<file path="config.mk">
export PLATFORM = sky130hd
export DESIGN_NAME = fetch_prefetch_queue
export DESIGN_NICKNAME = d
export VERILOG_FILES = /design/src/rtl/fetch_pkg.sv /design/src/rtl/fetch_fifo.sv /design/src/rtl/fetch_prefetch_queue.sv
export SDC_FILE = /design/constraint.sdc
export NUM_CORES = 1
export LEC_CHECK = 0
export CORE_MARGIN = 4
export CORE_UTILIZATION = 25
export DETAILED_ROUTE_END_ITERATION = 10
export PLACE_DENSITY = 0.42
export SLEW_MARGIN = 20
export SYNTH_ARGS = -nofsm -noshare
export SYNTH_HDL_FRONTEND = slang
export SYNTH_SLANG_ARGS = --single-unit
</file>
<file path="constraint.sdc">
create_clock -name clk -period 3.6 [get_ports clk]
set_input_delay 0.72 -clock clk [delete_from_list [all_inputs] [get_ports clk]]
set_output_delay 0.72 -clock clk [all_outputs]
set_load 0.005 [all_outputs]
</file>
<file path="src/rtl/fetch_pkg.sv">
// rtl/fetch_pkg.sv - shared types and constants for the fetch stage
package fetch_pkg;

  localparam int FETCH_XLEN = 32;
  localparam int FETCH_ILEN = 32;
  localparam logic [FETCH_ILEN-1:0] NOP_INSTR = 32'h0000_0013;

  typedef struct packed {
    logic [FETCH_ILEN-1:0] instr;
    logic [FETCH_XLEN-1:0] pc;
    logic [FETCH_XLEN-1:0] pc_plus_4;
  } fetch_entry_t;

endpackage

</file>
<file path="src/rtl/fetch_fifo.sv">
// rtl/fetch_fifo.sv - circular buffer with first-word fall-through head and flush
module fetch_fifo #(
  parameter type T     = logic [31:0],
  parameter int  DEPTH = 4
) (
  input  logic                   clk,
  input  logic                   rst_n,
  input  logic                   push,
  input  logic                   pop,
  input  logic                   flush,
  input  T                       push_data,
  output T                       head,
  output logic [$clog2(DEPTH):0] count
);

  localparam int PW = $clog2(DEPTH);
  localparam logic [PW:0] FULL = (PW+1)'(DEPTH);

  T              mem [DEPTH];
  logic [PW-1:0] wr_ptr;
  logic [PW-1:0] rd_ptr;

  always_ff @(posedge clk or negedge rst_n) begin
    if (!rst_n) begin
      wr_ptr <= '0;
      rd_ptr <= '0;
      count  <= '0;
      for (int i = 0; i < DEPTH; i++) mem[i] <= '0;
    end else if (flush) begin
      wr_ptr <= '0;
      rd_ptr <= '0;
      count  <= '0;
    end else begin
      if (push) begin
        mem[wr_ptr] <= push_data;
        wr_ptr      <= wr_ptr + PW'(1);
      end
      if (pop) rd_ptr <= rd_ptr + PW'(1);
      if (push && !pop)      count <= count + (PW+1)'(1);
      else if (!push && pop) count <= count - (PW+1)'(1);
    end
  end

  assign head = mem[rd_ptr];

  // Slots are reserved at issue time, so a full queue can never receive a push.
  assert property (@(posedge clk) disable iff (!rst_n) !(push && !flush && count == FULL));

endmodule

</file>
<file path="src/rtl/fetch_prefetch_queue.sv">
// rtl/fetch_prefetch_queue.sv - IF stage: PC generator, imem request port, prefetch queue
module fetch_prefetch_queue
  import fetch_pkg::*;
#(
  parameter int              XLEN     = FETCH_XLEN,
  parameter int              ILEN     = FETCH_ILEN,
  parameter int              DEPTH    = 4,
  parameter logic [XLEN-1:0] RESET_PC = '0
) (
  input  logic                     clk,
  input  logic                     rst_n,
  input  logic                     stall_f,
  input  logic                     pc_src_e,
  input  logic [XLEN-1:0]          pc_target_e,
  output logic                     imem_req_o,
  output logic [XLEN-1:0]          imem_addr_o,
  input  logic [ILEN-1:0]          imem_rdata_i,
  output logic                     valid_d_o,
  input  logic                     ready_d_i,
  output logic [ILEN-1:0]          instr_d_o,
  output logic [XLEN-1:0]          pc_d_o,
  output logic [XLEN-1:0]          pc_plus_4_d_o,
  output logic [$clog2(DEPTH):0]   count_o
);

  localparam int CW = $clog2(DEPTH) + 1;

  logic [XLEN-1:0] pc_f;
  logic [XLEN-1:0] infl_pc;
  logic            inflight;
  logic            issue;
  logic            push;
  logic            pop;
  logic [CW:0]     free;
  logic [CW-1:0]   count;
  fetch_entry_t    push_entry;
  fetch_entry_t    head;
  logic            unused_tgt_bits;

  assign unused_tgt_bits = ^pc_target_e[1:0];

  // A redirect in flight hides the head so decode never consumes a wrong-path entry.
  assign valid_d_o = (count != '0) && !pc_src_e;
  assign pop       = valid_d_o && ready_d_i;
  assign free      = (CW+1)'(DEPTH) + {{CW{1'b0}}, pop}
                   - {1'b0, count} - {{CW{1'b0}}, inflight};
  assign issue     = rst_n && !stall_f && !pc_src_e && (free != '0);
  assign push      = inflight && !pc_src_e;

  assign push_entry.instr     = imem_rdata_i;
  assign push_entry.pc        = infl_pc;
  assign push_entry.pc_plus_4 = infl_pc + XLEN'(4);

  always_ff @(posedge clk or negedge rst_n) begin
    if (!rst_n) begin
      pc_f     <= RESET_PC;
      inflight <= 1'b0;
      infl_pc  <= '0;
    end else begin
      inflight <= issue;
      if (pc_src_e) begin
        pc_f <= {pc_target_e[XLEN-1:2], 2'b00};
      end else if (issue) begin
        pc_f    <= pc_f + XLEN'(4);
        infl_pc <= pc_f;
      end
    end
  end

  fetch_fifo #(
    .T     (fetch_entry_t),
    .DEPTH (DEPTH)
  ) u_fifo (
    .clk       (clk),
    .rst_n     (rst_n),
    .push      (push),
    .pop       (pop),
    .flush     (pc_src_e),
    .push_data (push_entry),
    .head      (head),
    .count     (count)
  );

  assign imem_req_o    = issue;
  assign imem_addr_o   = pc_f;
  assign instr_d_o     = head.instr;
  assign pc_d_o        = head.pc;
  assign pc_plus_4_d_o = head.pc_plus_4;
  assign count_o       = count;

endmodule

</file>
==> out/results.ini <==
[placement]
portBuffers=193
pre_cts_slack_ns=-0.1864
gp_congestion=0.7618
dp.cells=3211
dp.final_hpwl_mm=43.04

[layout]
drive_gt1_share_pct=12.57
fin_cells=3305
final_nets=2283
syn_to_final_growth_pct=24.77

[timing]
final_min_period_over_clock_period_pct=96.53
slew_viol_final=0
max_clock_freq_ghz=0.2878
timing.final.ws_setup_ns=0.1248
fin_tns_setup_ns=0
setup_viol=0
hold_viol=0
skew_ns=0.02584
tightestPinTransition_ns=0.9071
period_minus_slack_ns=3.475
relSlewSlack_pct=39.52

[drt]
drt_wl_total_mm=68.30
routedWlPerCell_um=20.67
drc=0
via_count=15766
vias_per_cell=4.770
ant_nets=0
drtIter0Drc=1111
drt_pre_antenna_iters=5

[yosys]
syn_inst=2065
ys_seq_elements=436
synth_flop_cell=dfrtp_1
synth_enable_flop_cells=0
syn_area_um2=20330
async_reset_ff_share_pct=100.0
synth.distinct_cells=54
seq_area_frac_synth_pct=53.67
syn_avg_cell_area_um2=9.844
ys_warn_count=0

[worst_setup_path]
worst-setup-path-type=in2out
cpLargestDelayFamily=buffers and inverters
critPathBufInv=3
critPathMaxFanout=2
endpoint_kind=primary output
start_kind=input pin
cp_cell_sequence=clkdlybuf4s50_1, nor3b_2, fa_1, ha_1, xnor2_2, a211o_1, clkinv_2, dlygate4sd2_1
slowest_stage=clkdlybuf4s50_1
cp.required_ns=2.88
cpPeakStageDelay_ns=0.43
arrival_ns=2.76

[grt]
overflow=0
top_usage_layer=met2
first_global_vias=16187
grt_max_degree=136
use_met3_pct=3.447
use_met1_pct=21.49
use_met2_pct=25.28
grt.total_usage_pct=15.73
grt_antenna_before_repair=2
grt_pass1_wl_mm=104.6

[clock_network]
cts-root-buf=clkbuf_16
htree_levels=2
tritoncts=yes
path_clk_slew_ns=0.06
clk_path_buf_depth=3
clock_sinks=436
numCtsBuffers=51
clk_latency_ns=0.61

[die]
rows=104
ios=202
die_h_um=293.2
core_area_um2=80550
die_x_um=293.2
floorplan.initialDensity_pct=25.24
dieArea_um2=85940

[power]
finalPower_mw=18.33
p_leak_nw=11.45
ir_worst_vdd_uv=343.9
power_density_nw_per_um2=722.5

[outcome]
run_status=finished clean

[hold_path]
hold_path_class=in2async

[job]
max_cap_viol_count=0

==> state kept, by name (all words and copies together) (netlist names) <==
signal,cells
u_fifo.mem,368
imem_addr_o,30
infl_pc,30
u_fifo.rd_ptr,2
inflight,1
u_fifo.wr_ptr,2
u_fifo.count,3
==> what timing repair did <==
action                                  4_1_cts  5_1_grt
gates resized for setup                       3        2
endpoints found under the hold margin         0        0
hold buffers                                  0        0
pin swaps                                     2        1
endpoints found under the setup margin        1        1
setup buffers                                 1        0
==> through the flow <==
step	instance area, µm²	hold WS [ns]	util, %
after global routing	25360	0.1122	31.49
after detailed placement	23520	0.4571	29.20
after global placement	23520	0.4521	29.20
after floorplan	20350	0.4244	-
final	25360	0.1317	31.49
after CTS	25350	0.09671	31.47
==> cells in the mapped netlist (8+ instances only) <==
cell type	count	area share [%]
nand2_1	838	15
dfrtp_1	436	54
clkbuf_1	121	2.2
mux4_2	92	10
o21ai_0	87	2.1
nor2_1	63	1.2
or4_1	52	1.9
a31oi_1	49	1.5
nand3_1	46	1.1
mux2_2	28	1.6
o211ai_1	23	0.85
buf_2	19	0.47
nand4_1	17	0.52
buf_1	16	0.30
o31ai_1	15	0.55
inv_1	13	0.24
or3_1	10	0.31
xnor2_1	10	0.43
xor2_1	10	0.43
and3_1	9	0.28
buf_4	8	0.30
o21bai_1	8	0.30
==> metal layers <==
metal  share of wire, %  routed length, µm  vias up
li1                   -                  -     7299
met1                 45              31000     7961
met2                 46              31640      413
met3                5.6               3835       91
met4                2.7               1821        2
met5              0.010                  7        -
==> report_power, final <==
group | leakage (nW) | internal (mW) | total, mW | switching [mW]
registers | 5.76 | 6.03 | 7.15 | 1.13
clock network | 0.895 | 3.38 | 5.56 | 2.18
logic | 4.80 | 3.00 | 5.61 | 2.61
==> cells by family (layout without fill, tap and decap cells) <==
family / after synthesis / count (layout) / synth area share (%)
simple gates: 1086 / 1086 / 22.81
flops: 436 / 436 / 53.67
compound gates: 206 / 206 / 6.284
buf+inv: 181 / 355 / 3.687
mux: 126 / 126 / 12.04
xor+xnor: 20 / 20 / 0.8617
fa+ha+maj: 9 / 9 / 0.6278
other cells: 1 / 7 / 0.01845
==> path summary, 6_finish.rpt <==
kind | to | depth (start not counted) | startpoint | slack (ns)
setup / recovery | imem_req_o | 8 | ready_d_i | 0.12
hold / removal | u_fifo.mem[355] | 2 | rst_n | 0.13
setup reg to reg | imem_addr_o[29] | 9 | u_fifo.count[0] | 0.65
hold reg to reg | u_fifo.mem[72] | 2 | u_fifo.mem[72] | 0.47
max in group asynchronous | u_fifo.mem[327] | 3 | rst_n | 2.36
min in group clk | u_fifo.mem[72] | 2 | u_fifo.mem[72] | 0.47
==> final cells by class <==
cell class / instances / area [µm²]
fill: 8223 / 55180
tap: 1060 / 1326
inverter: 14 / 53.80
antenna: 1 / 2.502
sequential: 436 / 10920
clock inverter: 14 / 239.0
clock buffer: 78 / 1578
multi-input combinational: 1453 / 8707
timing repair buffer: 249 / 2539
==> placed cells by master (no fill, tap or decap), drive strengths merged, types with 8 or more instances in the layout <==
| cell | n |
|---|---|
| o21ai | 87 |
| dfrtp | 436 |
| nor2 | 63 |
| o21bai | 8 |
| mux4 | 92 |
| clkdlybuf4s50 | 190 |
| nand2 | 838 |
| or3 | 10 |
| nand3 | 47 |
| nand4 | 19 |
| o211ai | 23 |
| inv | 15 |
| and3 | 9 |
| xor2 | 10 |
| xnor2 | 10 |
| or4 | 57 |
| clkbuf | 78 |
| buf | 58 |
| o31ai | 15 |
| mux2 | 28 |
| a31oi | 49 |
Power figures use the tool's default switching activity.
